$ cat config.mk
export PLATFORM = sky130hd
export DESIGN_NAME = stream_gen_1d
export DESIGN_NICKNAME = d
export VERILOG_FILES = /design/src/rtl/stream_gen_1d.sv
export SDC_FILE = /design/constraint.sdc
export NUM_CORES = 1
export LEC_CHECK = 0
export BUFFER_PORTS_ARGS = -buffer_cell sky130_fd_sc_hd__clkbuf_2
export CAP_MARGIN = 20
export CORE_MARGIN = 2
export CORE_UTILIZATION = 50
export DETAILED_ROUTE_END_ITERATION = 10
export GPL_ROUTABILITY_DRIVEN = 0
export MAX_ROUTING_LAYER = met4
export PLACE_DENSITY = 0.71
export SYNTH_ARGS = -nofsm -noshare
export SYNTH_HDL_FRONTEND = slang
export SYNTH_SLANG_ARGS = --single-unit
$ cat constraint.sdc
create_clock -name clk -period 3.8 [get_ports clk]
set_clock_uncertainty 0.15 [all_clocks]
set_input_delay 0.19 -clock clk [delete_from_list [all_inputs] [get_ports clk]]
set_output_delay 0.19 -clock clk [all_outputs]
set_load 0.02 [all_outputs]
$ cat src/rtl/stream_gen_1d.sv
// Stream source: emits i_num beats of an arithmetic sequence on a valid/ready port.
// Optional STREAM_GEN_THROTTLE_EN inserts i_gap idle cycles after each non-last beat.
module stream_gen_1d #(
  parameter int DATA_WIDTH = 8,
  parameter int CNT_WIDTH  = 16
) (
  input  logic                  clk,
  input  logic                  reset,
  input  logic                  i_soft_reset,
  input  logic                  i_start,
  input  logic [CNT_WIDTH-1:0]  i_num,
  input  logic [DATA_WIDTH-1:0] i_init_dat,
  input  logic [DATA_WIDTH-1:0] i_step,
`ifdef STREAM_GEN_THROTTLE_EN
  input  logic [7:0]            i_gap,
`endif
  output logic [DATA_WIDTH-1:0] o_ot_dat,
  output logic                  o_ot_vld,
  input  logic                  i_ot_rdy,
  output logic                  o_idle,
  output logic                  o_done
);

`ifdef STREAM_GEN_THROTTLE_EN
  typedef enum logic [1:0] {IDLE, RUN, GAP, DONE} state_t;
`else
  typedef enum logic [1:0] {IDLE, RUN, DONE} state_t;
`endif

  localparam logic [CNT_WIDTH-1:0] CNT_ONE = CNT_WIDTH'(1);

  state_t                state, state_d;
  logic [CNT_WIDTH-1:0]  num_q, num_d;
  logic [CNT_WIDTH-1:0]  cnt_q, cnt_d;
  logic [DATA_WIDTH-1:0] step_q, step_d;
  logic [DATA_WIDTH-1:0] dat_q, dat_d;
  logic                  vld_q, vld_d;
`ifdef STREAM_GEN_THROTTLE_EN
  logic [7:0]            gap_q, gap_d;
  logic [7:0]            gcnt_q, gcnt_d;
`endif

  logic xfer;
  logic last;

  assign xfer = vld_q & i_ot_rdy;
  assign last = (cnt_q == (num_q - CNT_ONE));

  always_ff @(posedge clk) begin
    if (reset || i_soft_reset) begin
      state  <= IDLE;
      num_q  <= '0;
      cnt_q  <= '0;
      step_q <= '0;
      dat_q  <= '0;
      vld_q  <= 1'b0;
`ifdef STREAM_GEN_THROTTLE_EN
      gap_q  <= '0;
      gcnt_q <= '0;
`endif
    end else begin
      state  <= state_d;
      num_q  <= num_d;
      cnt_q  <= cnt_d;
      step_q <= step_d;
      dat_q  <= dat_d;
      vld_q  <= vld_d;
`ifdef STREAM_GEN_THROTTLE_EN
      gap_q  <= gap_d;
      gcnt_q <= gcnt_d;
`endif
    end
  end

  always_comb begin
    state_d = state;
    case (state)
      IDLE: begin
        if (i_start) state_d = (i_num != '0) ? RUN : DONE;
      end
      RUN: begin
        if (xfer) begin
          if (last) state_d = DONE;
`ifdef STREAM_GEN_THROTTLE_EN
          else if (gap_q != '0) state_d = GAP;
`endif
        end
      end
`ifdef STREAM_GEN_THROTTLE_EN
      GAP: begin
        if (gcnt_q <= 8'd1) state_d = RUN;
      end
`endif
      DONE:    state_d = IDLE;
      default: state_d = IDLE;
    endcase
  end

  // Next values for the registered datapath; vld/dat only move on a transfer,
  // which keeps them stable under backpressure.
  always_comb begin
    num_d  = num_q;
    cnt_d  = cnt_q;
    step_d = step_q;
    dat_d  = dat_q;
    vld_d  = vld_q;
`ifdef STREAM_GEN_THROTTLE_EN
    gap_d  = gap_q;
    gcnt_d = gcnt_q;
`endif
    case (state)
      IDLE: begin
        if (i_start) begin
          num_d  = i_num;
          step_d = i_step;
          dat_d  = i_init_dat;
          vld_d  = (i_num != '0);
          cnt_d  = '0;
`ifdef STREAM_GEN_THROTTLE_EN
          gap_d  = i_gap;
          gcnt_d = '0;
`endif
        end
      end
      RUN: begin
        if (xfer) begin
          if (last) begin
            vld_d = 1'b0;
          end else begin
            dat_d = dat_q + step_q;
            cnt_d = cnt_q + CNT_ONE;
`ifdef STREAM_GEN_THROTTLE_EN
            if (gap_q != '0) begin
              vld_d  = 1'b0;
              gcnt_d = gap_q;
            end
`endif
          end
        end
      end
`ifdef STREAM_GEN_THROTTLE_EN
      GAP: begin
        if (gcnt_q <= 8'd1) begin
          vld_d  = 1'b1;
          gcnt_d = '0;
        end else begin
          gcnt_d = gcnt_q - 8'd1;
        end
      end
`endif
      default: ;
    endcase
  end

  always_comb begin
    o_idle   = (state == IDLE);
    o_done   = (state == DONE);
    o_ot_vld = vld_q;
    o_ot_dat = dat_q;
  end

endmodule

==> results of run 1 <==
-- per-layer routing --
layer | GRT usage (%) | vias up | routed length, um
met1 | 27.8 | 1415 | 3450
met4 | 6.78 | 0 | 116
met3 | 5.21 | 10 | 372
met5 | - | - | 0
met2 | 40.3 | 76 | 3860
li1 | - | 1562 | -
-- flip-flops by register name, summed over array words and instances (netlist names) --
name,count
step_q,8
cnt_q,16
o_ot_vld,1
o_ot_dat,8
num_q,16
state,2
-- tightest hold or removal path: stages --
cell	delay (ps)
clkbuf_2	80
a21oi_1	110
a211oi_1	70
-- layout make-up --
class                   count  area, um2  area share (%)
well taps                  77       96.3            2.52
flip-flops and latches     51       1020            26.7
repair buffers             78        541            14.2
multi-input cells         319       1990            52.0
clock buffers               5       68.8            1.80
clock inverters             3       67.6            1.77
inverters                  10       37.5           0.983
-- placed cells by master, fill, tap and decap left out, drive strengths merged, types with 3 or more instances in the layout --
cell,Yosys,final
nand4b,3,3
nor3b,4,4
xor2,6,6
or3,9,9
inv,10,10
a311oi,5,5
a21o,3,3
o211ai,5,5
a211oi,3,3
nand3,10,10
nand2b,5,5
a21oi,44,44
dfxtp,51,51
nand4,8,8
nor3,10,10
nand2,83,83
o21ai,13,13
ha,9,9
nor2,24,24
clkbuf,15,52
dlygate4sd3,0,29
xnor2,19,19
nor2b,6,6
or4,6,6
nor4,10,10
-- cells in the mapped netlist, types with 3 or more instances --
library cell  count  area [um2]
a21o_1            3        22.5
o21ai_2           3        26.3
nor4_4            3        63.8
clkbuf_8          3        41.3
a21oi_1          40         200
nor4_1            7        43.8
nand3_1          10        50.1
o211ai_1          5        37.5
a311oi_1          5        43.8
dfxtp_1          51        1020
nand2b_1          5        31.3
clkbuf_1         12        45.0
o21ai_0          10        50.1
ha_1              9         113
or4_1             6        45.0
nor2_1           24        90.1
nor2b_1           6        37.5
nand4b_1          3        26.3
a21oi_2           4        35.0
buf_6             4        45.0
nand2_1          82         308
nand4_1           8        50.1
xnor2_1          19         166
xor2_1            6        52.6
nor3_1            8        40.0
or3_1             9        56.3
inv_1            10        37.5
nor3b_1           3        22.5
-- worst paths after layout --
| path | start | endpoint | slack [ps] | cells after the start |
|---|---|---|---|---|
| setup / recovery | num_q[0] | cnt_q[5] | 610 | 10 |
| hold / removal | i_init_dat[4] | o_ot_dat[4] | 20 | 3 |
| setup reg to reg | num_q[0] | cnt_q[5] | 610 | 10 |
| hold reg to reg | step_q[4] | step_q[4] | 320 | 2 |
-- stage by stage --
stage / cells / setup WS [ps] / hold WS, ps
finish: 543 / 609 / 20.1
floorplan: 404 / 945 / 176
detailed placement: 506 / 638 / 268
global route: 543 / 334 / 6.18
global placement: 506 / 718 / 263
CTS: 543 / 618 / 16.7
-- power by group through the flow --
| stage | logic [mW] | registers, mW | clock network (mW) |
|---|---|---|---|
| 3_3_place_gp | 0.193 | 0.579 | 0 |
| 4_1_cts | 0.221 | 0.566 | 0.464 |
| 6_report | 0.222 | 0.567 | 0.461 |
| 5_1_grt | 0.248 | 0.569 | 0.486 |
| 2_1_floorplan | 0.156 | 0.576 | 0 |
| 3_5_place_dp | 0.197 | 0.579 | 0 |
-- cells by family (layout without fill, tap and decap cells) --
| group | after synthesis | count (layout) | synth area share [%] |
|---|---|---|---|
| AND/OR/NAND/NOR | 190 | 190 | 30.9 |
| AO/OA/AOI/OAI | 93 | 93 | 19.4 |
| flip-flops | 51 | 51 | 31.6 |
| buffers and inverters | 34 | 96 | 6.79 |
| XOR/XNOR | 25 | 25 | 6.79 |
| adder cells (fa/ha/maj) | 10 | 10 | 4.11 |
| multiplexers | 1 | 1 | 0.349 |
-- repair_timing --
action | in CTS | in global routing
buffers inserted | 0 | 0
hold buffers | 29 | 0
endpoints found under the hold margin | 29 | 0
==> out/qor.txt, run 1 <==
Total grt overflow: 0
DR vias: 3063
Leak Pwr: 1.47 nW
CTS Buf Count: 5
Sequential area share after synthesis: 31.6%
Psw: 337 uW
Async S/R FF share, synth: 0%
Effective utilization at floorplan: 51.4%
Antenna violations before repair: 0
CP arrival: 3280 ps
HP Class: input pin to register
Nets: 512
RSZ-0062 raised after global routing: no
Clock power share: 36.9%
Clock Pin Slew Worst Setup and Hold Paths: 100 ps
Slowest cell on the critical path: or4_1
Die height: 84.3 um
Syn_area_per_cell: 7.99 um2
# DRC: 0
Setup TNS Final: 0 ps
Flop pwr share: 45.3%
Sw Ratio: 27.0%
Max H-tree Level: 2
Overall power: 1.25 mW
Net count of the mapped netlist: 451
Crit share post-route: 84.0%
CP Launch Type: register
Synth unique cells: 62
Yosys reg bits: 51
Measured slew at the worst slew-check pin: 742 ps
Final core utilization: 60.8%
DIE AREA: 0.00711 mm2
Outcome: finished, final reports clean
Maximum buffer depth of the clock tree: 2
Main synth FF type: dfxtp_1
Worst EP required: 3890 ps
Hpwl dp: 5290 um
I/O pins: 48
CTS resizes: 0
Critical path capture point type: register
Placed cell area: 0.00339 mm2
First-pass GRT wire length: 13500 um
CP max FO: 32
Core ar.: 0.00628 mm2
# clock sinks: 51
Port buffer count: 47
Antenna viol nets, final: 0
Layout cells sized above 1: 17.4%
Power share of the combinational group: 17.8%
Starting DRT DRC Count: 115
Diodes inserted: 0
DR pass1 iterations: 4
Worst path bufs/invs: 1
Cell breakdown of the critical path: inv_1 -> ha_1 -> nor3b_2 -> nand4b_1 -> mux2_2 -> o22ai_1 -> a31o_2 -> a41o_4 -> or4_1 -> a21oi_1
CTS tree: yes
Avg Vias per Cell: 5.64
Area delta synth->final: 18.3%
Vias in the first global route: 3065
Gate count after technology mapping: 404
Cell Int Power: 912 uW
Netlist Area Pre-Place: 0.00323 mm2
Post-Route WL: 7800 um
Total track usage: 23.5%
Largest stage delay, worst path: 530 ps
Largest net degree at the start of global routing: 38
Tmin final: 3190 ps
Fillers: 579
# rows: 29
Max frequency: 313 MHz
CTS root buf: clkbuf_8
Setup Viol. Count Final: 0
Final Hold Fails: 0
Avg WL per Cell: 14.4 um
Max-cap viol count: 0
Top delay family on crit path: simple AND/OR/NAND/NOR gates
PD cells: 327 mW/mm2
Final instance area: 0.00382 mm2
Latest clock arrival within the worst-skew pair: 310 ps
Kind of critical path: register to register
Die X: 84.3 um
Slew headroom: 50.5%
Worst IR drop on VDD: 0.000217 V
Number of synthesis warnings: 0
Post-synth EDFFs: 0
Max-slew violations: 0
No activity file was read; power rests on OpenSTA's default activity.
==> run 2: changes to the inputs <==
- clock period: 3.8 -> 3 ns (I/O delays scaled with it)
==> run 2 against run 1 <==
Effect of this change:
- final area rose by 3.7%
- clock power is 11% lower
- wire length is 7.2% higher
- die area did not move
- maximum frequency increased by 12%
- first-iteration DRC count is 51% higher
- via count is 4.0% higher
- hold slack better by 11 ps
- critical endpoint is now cnt_q[4]
- largest cell class unchanged
==> out/qor.txt, run 2 (synthesis gave the netlist of run 1 again) <==
Outcome: finished, final reports clean
Maximum buffer depth of the clock tree: 2 (unchanged)
# clock sinks: 51 (unchanged)
CTS root buf: clkbuf_8
Avg Vias per Cell: 5.65 (+0.17%)
Hold depth: 4 (+1)
WHS: 31.0 ps (+11.0 ps)
Total track usage: 23.2% (-0.32 points)
Max-cap viol count: 0 (unchanged)
# DRC: 0 (unchanged)
Total grt overflow: 0 (unchanged)
Max H-tree Level: 2 (unchanged)
Slowest cell on the critical path: dfxtp_1
DR pass1 iterations: 4 (unchanged)
Endpoint, Worst Hold: o_ot_dat[7]
First-pass GRT wire length: 13200 um (-2.4%)
DR vias: 3187 (+4.0%)
Flop pwr share: 49.5% (+4.2 points)
# rows: 29 (unchanged)
Cell Int Power: 1.01 mW (+10%)
Power share of the combinational group: 22.1% (+4.3 points)
Worst path bufs/invs: 2 (+1)
Placed insts: 521 (+3.0%)
Slew headroom: 49.8% (-0.70 points)
Fillers: 556 (-4.0%)
Post-Route WL: 8360 um (+7.2%)
Antenna violations before repair: 0 (unchanged)
Final instance area: 0.00396 mm2 (+3.7%)
Measured slew at the worst slew-check pin: 753 ps (+10.5 ps)
Kind of critical path: register to register
Diodes inserted: 0 (unchanged)
Die X: 84.3 um (unchanged)
Effective utilization at floorplan: 51.4% (unchanged)
Crit path depth: 10 (unchanged)
Hold path startpoint: i_soft_reset
CTS tree: yes
Vias in the first global route: 2877 (-6.1%)
Setup Viol. Count Final: 0 (unchanged)
Clock power share: 28.4% (-8.5 points)
Worst EP required: 3080 ps (-810 ps)
Avg WL per Cell: 14.8 um (+3.2%)
Max frequency: 350 MHz (+12%)
Psw: 435 uW (+29%)
Fin cells: 564 (+3.9%)
Largest regs: cnt_q x16, num_q x16
I/O pins: 48 (unchanged)
Placed cell area: 0.00350 mm2 (+3.3%)
Critical path capture point type: register
Area delta synth->final: 22.8%
Layout cells sized above 1: 20.9% (+3.6 points)
Tmin final: 2860 ps (-331 ps)
Largest stage delay, worst path: 410 ps (-120 ps)
RSZ-0062 raised after global routing: no
Final Hold Fails: 0 (unchanged)
PD cells: 364 mW/mm2 (+11%)
CP arrival: 2940 ps (-340 ps)
DIE AREA: 0.00711 mm2 (unchanged)
R2R Path Start: num_q[2]
CP Launch Type: register
Crit share post-route: 95.3% (+11 points)
Commonest non-fill, non-tap cell in the layout: nand2_1
HP Class: input pin to register
CP max FO: 12 (-63%)
Antenna viol nets, final: 0 (unchanged)
Leak Pwr: 1.56 nW (+5.9%)
Worst R2R Path Depth: 10 (unchanged)
CTS Buf Count: 5 (unchanged)
Commonest non-fill, non-tap cells in the layout: nand2_1 (82), dfxtp_1 (51), clkbuf_2 (47)
Cell breakdown of the critical path: buf_4 -> nor3_2 -> nand3_1 -> nand3_1 -> a31oi_1 -> o22a_2 -> a41o_4 -> buf_4 -> or3_1 -> a21oi_1
Nets: 533 (+4.1%)
Largest net degree at the start of global routing: 38 (unchanged)
Top delay family on crit path: simple AND/OR/NAND/NOR gates
Overall power: 1.44 mW (+15%)
Hpwl dp: 5650 um (+6.7%)
FF-to-FF End: cnt_q[4]
Worst IR drop on VDD: 0.000300 V (+38%)
Port buffer count: 47 (unchanged)
R2R setup slack: 140 ps (-470 ps)
Core ar.: 0.00628 mm2 (unchanged)
Clock Pin Slew Worst Setup and Hold Paths: 100 ps (about the same)
Max-slew violations: 0 (unchanged)
Setup TNS Final: 0 ps (unchanged)
Die height: 84.3 um (unchanged)
Latest clock arrival within the worst-skew pair: 310 ps (about the same)
Sw Ratio: 30.2% (+3.2 points)
Starting DRT DRC Count: 174 (+51%)
==> run 2: cell count changes in the layout (fill, tap and decap cells not counted), sizes merged <==
cell / before / now
clkinv: 0 / 1
a41o: 1 / 2
bufinv: 2 / 0
clkinvlp: 1 / 2
dlygate4sd3: 29 / 32
buf: 2 / 19
==> run 2: metal layers <==
layer	up-vias	share of wire [%]	global-route usage (%)
met5	-	0	-
met2	84	49	39.0
met1	1481	45	28.6
met3	13	4.2	3.83
met4	0	1.8	7.36
li1	1609	-	-
==> run 2: power by group through the flow <==
stage,clock (mW),sequential [mW],combinational [mW]
finish,0.409,0.713,0.318
global route,0.445,0.716,0.349
CTS,0.411,0.712,0.301
detailed placement,0,0.728,0.268
global placement,0,0.728,0.264
floorplan,0,0.729,0.197
==> run 2: final cells by class <==
type / count / area (um2) / area share, %
Inverter: 10 / 37.5 / 0.948
Tap cell: 77 / 96.3 / 2.43
Multi-Input combinational cell: 320 / 2020 / 51.0
Sequential cell: 51 / 1020 / 25.8
Timing Repair Buffer: 98 / 698 / 17.6
Clock buffer: 5 / 68.8 / 1.74
Clock inverter: 3 / 20.0 / 0.505
==> run 2: worst reg2reg max path, delay by kind of cell (launching register included) <==
family,cells,cell delay (ps)
AND/OR/NAND/NOR,4,960
AO/OA/AOI/OAI,4,900
flip-flops,1,410
buffers and inverters,2,370
==> run 2: how the worst max path moves through the flow <==
stage                        start        end  slack [ps]
after floorplan           num_q[0]  cnt_q[12]         150
after detailed placement  num_q[0]   cnt_q[3]         120
after global placement    num_q[0]   cnt_q[5]         210
final                     num_q[2]   cnt_q[4]         140
after CTS                 num_q[0]   cnt_q[3]         110
after global routing      num_q[0]   cnt_q[4]           2
==> run 2: metrics by stage <==
stage | utilization (%) | worst slack [ps]
after floorplan | - | 145
final | 63.1 | 140
after CTS | 62.3 | 108
after global placement | 55.8 | 206
after detailed placement | 55.8 | 124
after global routing | 63.1 | 1.71
==> run 2: what timing repair did <==
| action | CTS | global route |
|---|---|---|
| endpoints found under the hold margin | 31 | 0 |
| setup buffers | 0 | 2 |
| hold buffers | 32 | 0 |
| gates resized for setup | 0 | 5 |
| setup endpoints to repair | 0 | 6 |
==> run 3: changes to the inputs <==
- ABC_AREA: default -> 1
==> run 3 against run 2 <==
Effect of this change:
- wire length grew 4.6%
- largest cell class unchanged
- combinational power grew 19%
- register-to-register slack gained 400 ps
- critical path depth grew 3
- maximum frequency grew 16%
- die area grew 4.7%
- cell count grew 20%
- first-iteration DRC count grew 28%
- final area grew 0.35%
==> out/qor.txt, run 3 <==
Max-cap viol count: 0 (unchanged)
CTS Buf Count: 5 (unchanged)
CP max FO: 26 (+14)
Setup TNS Final: 0 ps (unchanged)
Commonest non-fill, non-tap cells in the layout: nand2_1 (132), nor2_1 (104), inv_1 (56)
Max-slew violations: 0 (unchanged)
I/O pins: 48 (unchanged)
Crit share post-route: 82.0% (-13 points)
Yosys reg bits: 51 (unchanged)
Simple-gate share of the synthesized area: 38.7% (+7.8 points)
CTS tree: yes
CP arrival: 2520 ps (-420 ps)
Slew headroom: 43.0% (-6.8 points)
Synth Area in Adders: 3.92% (-0.19 points)
Postcts setup bufs: 0 (unchanged)
Worst IR drop on VDD: 0.000228 V (-24%)
Largest family of logic cells by synthesized area: simple AND/OR/NAND/NOR gates
Main synth FF type: dfxtp_1
Placed cell area: 0.00365 mm2 (+4.1%)
Die X: 86.3 um (+2.3%)
Post-synth top cells: nand2_1 (132), nor2_1 (105), inv_1 (56)
DR vias: 3551 (+11%)
Clock Pin Slew Worst Setup and Hold Paths: 100 ps (about the same)
Antenna viol nets, final: 0 (unchanged)
Number of synthesis warnings: 0 (unchanged)
Die height: 86.3 um (+2.3%)
Most common cell in the synthesized netlist: nand2_1
Commonest non-fill, non-tap cell in the layout: nand2_1
Worst EP required: 3060 ps (-20 ps)
Outcome: finished, final reports clean
Max H-tree Level: 2 (unchanged)
CTS root buf: clkbuf_8
# DRC: 0 (unchanged)
Final Hold Fails: 0 (unchanged)
Post-synthesis mux area share: 0% (-0.35 points)
Maximum buffer depth of the clock tree: 2 (unchanged)
Tmin final: 2460 ps (-399 ps)
HP Class: input pin to register
Hpwl dp: 6340 um (+12%)
DIE AREA: 0.00745 mm2 (+4.7%)
Latest clock arrival within the worst-skew pair: 310 ps (about the same)
Post-Route WL: 8740 um (+4.6%)
Sequential area share after synthesis: 30.2% (-1.5 points)
Effective utilization at floorplan: 52.4% (+1.0 points)
Largest net degree at the start of global routing: 38 (unchanged)
Final instance area: 0.00398 mm2 (+0.35%)
Kind of critical path: register to register
Post-synth top area share: 30.2% (-1.5 points)
Port buffer count: 47 (unchanged)
Nets: 645 (+21%)
Diodes inserted: 0 (unchanged)
DR pass1 iterations: 5 (+1)
Netlist Area Pre-Place: 0.00339 mm2 (+4.9%)
Largest regs: cnt_q x16, num_q x16
# rows: 29 (unchanged)
Net count of the mapped netlist: 587 (+30%)
Largest cells by area after synthesis: dfxtp_1 (30%), nand2_1 (15%), nor2_1 (12%)
Avg Vias per Cell: 5.25 (-7.0%)
Critical path capture point type: register
Gate count after technology mapping: 540 (+34%)
Leak Pwr: 1.82 nW (+17%)
Setup Viol. Count Final: 0 (unchanged)
Starting DRT DRC Count: 222 (+28%)
Async S/R FF share, synth: 0% (unchanged)
Antenna violations before repair: 0 (unchanged)
Layout cells sized above 1: 13.0% (-7.9 points)
# clock sinks: 51 (unchanged)
Total grt overflow: 0 (unchanged)
Area delta synth->final: 17.4%
Yosys top cell by area: dfxtp_1
Total track usage: 25.6% (+2.4 points)
XOR/XNOR Fraction of Synth Area: 6.73% (-0.060 points)
Syn_area_per_cell: 6.27 um2 (-22%)
CP Launch Type: register
Post-synthesis compound-gate area fraction: 10.8% (-8.6 points)
Post-synth EDFFs: 0 (unchanged)
Core ar.: 0.00646 mm2 (+2.9%)
Synth unique cells: 33 (-47%)
First-pass GRT wire length: 15000 um (+13%)
Measured slew at the worst slew-check pin: 854 ps (+101 ps)
PD cells: 426 mW/mm2 (+17%)
RSZ-0062 raised after global routing: no
Vias in the first global route: 3285 (+14%)
Avg WL per Cell: 12.9 um (-13%)
Max frequency: 406 MHz (+16%)
run 3: changes by cell type after synthesis, moves of 6 or more:
| cell | delta |
|---|---|
| xor2_1 | +16 |
| xnor2_1 | -15 |
| or4_1 | -6 |
| or3_1 | -9 |
| a21oi_1 | -11 |
| o21ai_0 | +22 |
| inv_1 | +46 |
| nor2b_1 | -6 |
| nand3_1 | +30 |
| nor2_1 | +81 |
| nand2_1 | +50 |
run 3: path summary, 6_finish.rpt:
| kind | to | startpoint | slack (ps) | depth (start not counted) |
|---|---|---|---|---|
| worst max-delay path | o_ot_dat[6] | num_q[0] | 540 | 13 |
| worst min-delay path | num_q[4] | i_num[4] | 2 | 3 |
| worst min register to register | cnt_q[6] | cnt_q[6] | 350 | 2 |
| worst max register to register | o_ot_dat[6] | num_q[0] | 540 | 13 |
run 3: through the flow:
step	utilization, %	total power [mW]	hold WS, ps	setup WS (ps)	std cells
2_1_floorplan	-	1.01	167	837	540
3_3_place_gp	56.5	1.10	250	694	649
3_5_place_dp	56.5	1.10	261	595	649
4_1_cts	61.5	1.69	3.71	568	676
5_1_grt	61.5	1.78	40.1	331	676
6_report	61.5	1.69	1.87	540	676
run 3: logic make-up after synthesis:
group                    after synthesis
AO/OA/AOI/OAI                         69
XOR/XNOR                              26
flip-flops                            51
buffers and inverters                 79
adder cells (fa/ha/maj)               10
AND/OR/NAND/NOR                      305
run 3: what timing repair did:
item,CTS,global route
hold buffers,19,0
resized for setup,0,0
endpoints found under the hold margin,19,0
run 3: area by class of cell:
cell class | count | area, um2
Clock buffer | 5 | 68.8
Clock inverter | 3 | 67.6
Fill cell | 622 | 2480
Inverter | 59 | 221
Multi-Input combinational cell | 410 | 2040
Sequential cell | 51 | 1020
Tap cell | 77 | 96.3
Timing Repair Buffer | 71 | 463
run 3: per-layer routing:
layer | up-vias | wire (um) | share of wire, % | GRT usage [%]
li1 | 1821 | - | - | -
met1 | 1610 | 3950 | 45 | 32.7
met2 | 104 | 4270 | 49 | 43.1
met3 | 16 | 386 | 4.4 | 3.33
met4 | 0 | 136 | 1.6 | 6.53
met5 | - | 0 | 0 | -
run 3: where the power goes:
group,internal (mW),switching [mW],leakage (nW)
clock network,0.333,0.248,0.0644
registers,0.703,0.0280,0.415
logic,0.141,0.239,1.34
total,1.18,0.515,1.82
run 3: worst max-delay path, stage by stage, from the launching register on:
cell and delay (ps):
dfxtp_1 330, inv_1 140, ha_1 280, nand3_4 120
nor2_1 190, nand2_1 80, nand2_1 60, nand4_1 80
nor2_1 220, nand4_4 140, nand2_4 260, inv_1 140
nor2_1 100, nor2_1 50
